File: src/rtl/pipeline_control_pkg.sv
// Shared types and constants for the DLX pipeline sequencer: FSM states and
// the per-stage control bundles selected by the output priority mux.
package pipeline_control_pkg;

    typedef enum logic [1:0] {
        ST_RUN      = 2'b00,
        ST_MEM_WAIT = 2'b01,
        ST_HALT     = 2'b10
    } state_e;

    // Field order (MSB first) is the order the bundle is packed and compared in.
    typedef struct packed {
        logic pc_wr_en;
        logic if_id_wr_en;
        logic if_id_flush;
        logic id_ex_wr_en;
        logic id_ex_flush;
        logic ex_mem_wr_en;
        logic mem_wb_flush;
    } ctrl_t;

    localparam ctrl_t CTRL_NORMAL   = ctrl_t'(7'b1101010);
    localparam ctrl_t CTRL_LOAD_USE = ctrl_t'(7'b0001110);
    localparam ctrl_t CTRL_REDIRECT = ctrl_t'(7'b1111110);
    localparam ctrl_t CTRL_MEM_WAIT = ctrl_t'(7'b0000001);
    localparam ctrl_t CTRL_HALT     = ctrl_t'(7'b0010101);

endpackage

File: src/rtl/pipeline_control_hazard_detect.sv
// Combinational load-use detector: flags an ID-stage source that matches the
// destination of a load currently in EX. Writes to R0 never create a hazard.
module pipeline_control_hazard_detect #(
    parameter int REG_ADDR_WIDTH = 5
) (
    input  logic [REG_ADDR_WIDTH-1:0] rs1_addr,
    input  logic [REG_ADDR_WIDTH-1:0] rs2_addr,
    input  logic                      rs1_used,
    input  logic                      rs2_used,
    input  logic [REG_ADDR_WIDTH-1:0] ex_rd_addr,
    input  logic                      ex_mem_rd,
    output logic                      load_use
);

    logic rd_nonzero_s;
    logic rs1_hit_s;
    logic rs2_hit_s;

    assign rd_nonzero_s = (ex_rd_addr != {REG_ADDR_WIDTH{1'b0}});
    assign rs1_hit_s    = rs1_used && (rs1_addr == ex_rd_addr);
    assign rs2_hit_s    = rs2_used && (rs2_addr == ex_rd_addr);
    assign load_use     = ex_mem_rd && rd_nonzero_s && (rs1_hit_s || rs2_hit_s);

endmodule

File: src/rtl/pipeline_control.sv
// DLX 5-stage pipeline sequencer: stage enables/flushes for load-use, EX
// redirects and data-memory wait states, plus memory-timeout halt and stall count.
module pipeline_control
    import pipeline_control_pkg::*;
#(
    parameter int REG_ADDR_WIDTH  = 5,
    parameter int MEM_WAIT_MAX    = 15,
    parameter int STALL_CNT_WIDTH = 16
) (
    input  logic                       clk,
    input  logic                       rst,
    input  logic [REG_ADDR_WIDTH-1:0]  id_rs1_addr_in,
    input  logic [REG_ADDR_WIDTH-1:0]  id_rs2_addr_in,
    input  logic                       id_rs1_used_in,
    input  logic                       id_rs2_used_in,
    input  logic [REG_ADDR_WIDTH-1:0]  ex_rd_addr_in,
    input  logic                       ex_mem_rd_in,
    input  logic                       ex_branch_taken_in,
    input  logic                       ex_jmp_in,
    input  logic                       mem_req_in,
    input  logic                       mem_ack_in,
    output logic                       pc_wr_en_out,
    output logic                       if_id_wr_en_out,
    output logic                       if_id_flush_out,
    output logic                       id_ex_wr_en_out,
    output logic                       id_ex_flush_out,
    output logic                       ex_mem_wr_en_out,
    output logic                       mem_wb_flush_out,
    output logic                       halt_out,
    output logic [STALL_CNT_WIDTH-1:0] stall_cnt_out
);

    localparam int WAIT_W = (MEM_WAIT_MAX < 2) ? 1 : $clog2(MEM_WAIT_MAX + 1);

    state_e                     state_r;
    state_e                     state_nxt_s;
    logic [WAIT_W-1:0]          wait_cnt_r;
    logic [WAIT_W-1:0]          wait_cnt_nxt_s;
    logic                       halt_r;
    logic [STALL_CNT_WIDTH-1:0] stall_cnt_r;
    ctrl_t                      ctrl_s;
    logic                       load_use_s;
    logic                       mem_wait_s;
    logic                       redirect_s;

    pipeline_control_hazard_detect #(
        .REG_ADDR_WIDTH (REG_ADDR_WIDTH)
    ) u_hazard_detect (
        .rs1_addr   (id_rs1_addr_in),
        .rs2_addr   (id_rs2_addr_in),
        .rs1_used   (id_rs1_used_in),
        .rs2_used   (id_rs2_used_in),
        .ex_rd_addr (ex_rd_addr_in),
        .ex_mem_rd  (ex_mem_rd_in),
        .load_use   (load_use_s)
    );

    assign mem_wait_s = mem_req_in && !mem_ack_in;
    assign redirect_s = ex_branch_taken_in || ex_jmp_in;

    // State register and consecutive memory-wait counter
    always_ff @(posedge clk or posedge rst) begin
        if (rst) begin
            state_r    <= ST_RUN;
            wait_cnt_r <= {WAIT_W{1'b0}};
        end else begin
            state_r    <= state_nxt_s;
            wait_cnt_r <= wait_cnt_nxt_s;
        end
    end

    // Next-state logic; the first wait cycle is spent in RUN, so MEM_WAIT_MAX
    // counted cycles in MEM_WAIT give MEM_WAIT_MAX+1 frozen cycles before HALT.
    always_comb begin
        state_nxt_s    = state_r;
        wait_cnt_nxt_s = wait_cnt_r;
        case (state_r)
            ST_RUN: begin
                if (mem_wait_s) begin
                    state_nxt_s    = ST_MEM_WAIT;
                    wait_cnt_nxt_s = WAIT_W'(1);
                end else begin
                    state_nxt_s    = ST_RUN;
                    wait_cnt_nxt_s = {WAIT_W{1'b0}};
                end
            end
            ST_MEM_WAIT: begin
                if (!mem_wait_s) begin
                    state_nxt_s    = ST_RUN;
                    wait_cnt_nxt_s = {WAIT_W{1'b0}};
                end else if (wait_cnt_r == WAIT_W'(MEM_WAIT_MAX)) begin
                    state_nxt_s    = ST_HALT;
                end else begin
                    wait_cnt_nxt_s = wait_cnt_r + WAIT_W'(1);
                end
            end
            ST_HALT: begin
                state_nxt_s = ST_HALT;
            end
            default: begin
                state_nxt_s    = ST_HALT;
                wait_cnt_nxt_s = {WAIT_W{1'b0}};
            end
        endcase
    end

    // Output priority mux: HALT > memory wait > branch/jump > load-use
    always_comb begin
        ctrl_s = CTRL_HALT;
        if (rst) begin
            ctrl_s = CTRL_HALT;
        end else begin
            case (state_r)
                ST_RUN, ST_MEM_WAIT: begin
                    if (mem_wait_s) begin
                        ctrl_s = CTRL_MEM_WAIT;
                    end else if (redirect_s) begin
                        ctrl_s = CTRL_REDIRECT;
                    end else if (load_use_s) begin
                        ctrl_s = CTRL_LOAD_USE;
                    end else begin
                        ctrl_s = CTRL_NORMAL;
                    end
                end
                ST_HALT: ctrl_s = CTRL_HALT;
                default: ctrl_s = CTRL_HALT;
            endcase
        end
    end

    // Sticky timeout flag, set on the edge that enters HALT
    always_ff @(posedge clk or posedge rst) begin
        if (rst) begin
            halt_r <= 1'b0;
        end else if (state_nxt_s == ST_HALT) begin
            halt_r <= 1'b1;
        end
    end

    // Saturating count of cycles in which the PC is held
    always_ff @(posedge clk or posedge rst) begin
        if (rst) begin
            stall_cnt_r <= {STALL_CNT_WIDTH{1'b0}};
        end else if (!ctrl_s.pc_wr_en && (stall_cnt_r != {STALL_CNT_WIDTH{1'b1}})) begin
            stall_cnt_r <= stall_cnt_r + STALL_CNT_WIDTH'(1);
        end
    end

    assign pc_wr_en_out     = ctrl_s.pc_wr_en;
    assign if_id_wr_en_out  = ctrl_s.if_id_wr_en;
    assign if_id_flush_out  = ctrl_s.if_id_flush;
    assign id_ex_wr_en_out  = ctrl_s.id_ex_wr_en;
    assign id_ex_flush_out  = ctrl_s.id_ex_flush;
    assign ex_mem_wr_en_out = ctrl_s.ex_mem_wr_en;
    assign mem_wb_flush_out = ctrl_s.mem_wb_flush;
    assign halt_out         = halt_r;
    assign stall_cnt_out    = stall_cnt_r;

endmodule

File: config.mk
export PLATFORM = sky130hd
export DESIGN_NAME = pipeline_control
export DESIGN_NICKNAME = d
export VERILOG_FILES = /design/src/rtl/pipeline_control_pkg.sv /design/src/rtl/pipeline_control_hazard_detect.sv /design/src/rtl/pipeline_control.sv
export SDC_FILE = /design/constraint.sdc
export NUM_CORES = 1
export LEC_CHECK = 0
export CAP_MARGIN = 20
export CORE_ASPECT_RATIO = 1.75
export CORE_MARGIN = 2
export CORE_UTILIZATION = 48
export DETAILED_ROUTE_END_ITERATION = 8
export GPL_TIMING_DRIVEN = 0
export PLACE_DENSITY = 0.95
export SYNTH_ARGS = -nofsm -noshare
export SYNTH_HDL_FRONTEND = slang
export SYNTH_HIERARCHICAL = 1
export SYNTH_SLANG_ARGS = --single-unit
File: constraint.sdc
create_clock -name clk -period 3.2 [get_ports clk]
set_input_delay 0.32 -clock clk [delete_from_list [all_inputs] [get_ports clk]]
set_output_delay 0.32 -clock clk [all_outputs]
set_load 0.02 [all_outputs]
==> results.toml <==
[synth]
yosys.area_share.simple_pct = 24.7
synthAdderAreaFrac_pct = 1.84
synth-seq-cells = 23
syn-cell-area_um2 = 1360
synth_compound_area_share_pct = 12.3
synth_fp_nets = 160
syn-mean-instance-area_um2 = 10.1
synth_top_family_by_area = "simple AND/OR/NAND/NOR gates"
yosysWarnings = 6
synth.distinct_cells = 41
synthCells = 134
synth_xor_area_share_pct = 13.5
synth-seq-area-share_pct = 42.4
muxShareOfSynthArea_pct = 2.76

[placed_design]
dp.cells = 208
hpwl_um = 2700
place.gp.congestion = 0.829
numPortBuffers = 47
placed_area_um2 = 1860

[clock_network]
htreeDepth = 1
post-cts-setup-buffer-count = 1
cts-root-buf = "clkbuf_8"
cts_resized = 0
numCtsBuffers = 3
ctsHoldBuffers = 0
cts_tree = "done"
clk_latency_ns = 0.27
clk_pin_slew_ns = 0.07
cts_buffer_depth = 2
cts.sinks = 23

[setup_path]
start_kind = "input pin"
endpoint_kind = "output port"
worst-setup-path-type = "input pin to output port"
crit_arrival_ns = 2.78
crit_required_ns = 2.88
cp_max_fo = 3

[cells_and_area]
layout-drive-gt1-share_pct = 10.8
layout.cells.non_filler = 213
syn2layout_area_growth_pct = 41.1
fin_nets = 213
final_area_um2 = 1920
postLayoutCoreUtil_pct = 71.3
diodes = 0

[drt]
vias_per_cell = 5.73
drc = 0
dr.pass1.iters = 4
wl_per_cell_um = 15.6
ant_nets = 0
routed_wl_um = 3320
drt_iter0_drc = 12
vias = 1220

[power]
swShare_pct = 33.8
ir_worst_vdd_uv = 489
p_total_uw = 897
clock_power_share_pct = 19.9
power_frac_seq_pct = 45.7
switching_power_uw = 303
p_int_uw = 594
leakage_uw = 0.000767
powerDensity_nw_per_um2 = 468
combPwrFrac_pct = 34.4

[global_routing]
grt_util_all_layers_pct = 22.1
grt_pass1_vias = 1251
grt_busiest_layer = "met2"
grt_use_met2_pct = 44.1
grt_max_degree = 24
grt_use_met3_pct = 4.85
grt_use_met1_pct = 20.1
antenna_found_initial = 0
grt_pass1_wl_um = 5430
gr-total-overflow = 0

[floorplan]
die_h_um = 74.4
die_x_um = 44.2
core_area_um2 = 2690
rows = 25
initial_core_util_pct = 50.5
die_area_um2 = 3290
io-pin-count = 48

[sta]
grt_setup_unrepaired = "no"
period_share_pct = 96.8
setup_viol = 0
worst_pin_slew_ns = 0.850
min_period_ns = 3.10
hold_viol = 0
max_freq_ghz = 0.323
fin_skew_ns = 0.00358
drv_slew = 0
maxSlewHeadroom_pct = 43.3

[worst_hold_path]
hold_class = "flop to flop"

[status]
status = "finished clean"

[job]
max_cap_viol_count = 0
-- flip-flops by register name, summed over array words and instances (netlist names) --
signal and flops:
stall_cnt_out 16, wait_cnt_r 4, state_r 2, halt_out 1
-- power groups by stage --
stage                     Combinational (µW)  Sequential, µW  Clock (µW)
after CTS                                313             410         181
final                                    309             410         178
after global routing                     331             419         193
after detailed placement                 310             413           0
after global placement                   302             409           0
after floorplan                          102             463           0
-- path summary, 6_finish.rpt --
check | startpoint | end | slack [ns] | cells after the start
max | ex_rd_addr_in[1] | pc_wr_en_out | 0.10 | 7
min | halt_out | halt_out | 0.47 | 1
max reg2reg | stall_cnt_out[0] | stall_cnt_out[12] | 1.49 | 5
min reg2reg | halt_out | halt_out | 0.47 | 1
max in group asynchronous | rst | stall_cnt_out[8] | 2.03 | 2
min in group asynchronous | rst | wait_cnt_r[2] | 0.65 | 2
-- kinds of logic after synthesis --
family / count (synthesis)
AO/OA/AOI/OAI: 21
XOR/XNOR: 21
adder cells (fa/ha/maj): 2
buffers and inverters: 7
flip-flops: 23
multiplexers: 3
AND/OR/NAND/NOR: 57
-- layout make-up --
cell class	count	area [µm²]
buffer	2	15.0
clock buffer	3	41.3
clock inverter	1	5.00
fill	210	773
inverter	5	18.8
multi-input combinational	104	749
sequential	23	576
tap	27	33.8
timing repair buffer	48	478
-- metal layers --
layer | wire length [µm] | up-vias
met3 | 317 | 6
met5 | 0 | -
li1 | - | 584
met2 | 1890 | 52
met4 | 53 | 0
met1 | 1060 | 578
-- synthesized netlist by cell type (all sizes together) --
master / number / area, µm²
nand3: 12 / 70.1
and4: 2 / 20.0
a2111oi: 1 / 27.5
nor2: 11 / 46.3
buf: 2 / 15.0
a41oi: 2 / 36.3
inv: 5 / 18.8
xor2: 12 / 105
a31oi: 3 / 18.8
ha: 2 / 25.0
or4: 1 / 7.51
nand2: 10 / 37.5
xnor2: 9 / 78.8
a21o: 2 / 15.0
a21oi: 3 / 15.0
and3: 1 / 6.26
nor4: 3 / 25.0
o31ai: 1 / 7.51
nor3b: 1 / 7.51
nor3: 4 / 25.0
nand4: 4 / 31.3
and2: 1 / 6.26
nor2b: 3 / 26.3
or2: 2 / 12.5
dfrtp: 23 / 576
o21a: 1 / 7.51
mux2: 3 / 37.5
nand2b: 1 / 6.26
o21ai: 8 / 40.0
nand3b: 1 / 7.51
-- critical path: stages --
cell and delay [ns]:
clkdlybuf4s50_1 0.47, or4_1 0.53, o21ai_1 0.14, a21oi_1 0.10, a2111oi_4 0.45, buf_4 0.17, clkdlybuf4s50_1 0.59
-- metrics by stage --
step / hold slack, ns / setup TNS, ns / setup WS, ns
finish: 0.468 / 0 / 0.103
detailed placement: 0.457 / -0.158 / -0.108
floorplan: 0.322 / 0 / 0.836
global placement: 0.452 / -0.100 / -0.0860
global route: 0.484 / 0 / 0.0120
CTS: 0.476 / 0 / 0.0922
-- placed cells by master (no fill, tap or decap), types with 2 or more instances in the layout --
cell and count:
nand3_2 2, nand3_1 10, dfrtp_1 23, buf_4 3, xnor2_1 9, clkdlybuf4s50_1 47, nor3_1 3, nor2b_1 2
nor2_2 2, a21oi_1 3, xor2_1 12, inv_1 5, a31oi_1 3, nand2_1 10, ha_1 2, a21o_1 2
clkbuf_8 3, o21ai_0 7, nand4_1 3, nor2_1 9, nor4_1 2, mux2_1 2
Power figures use the tool's default switching activity.
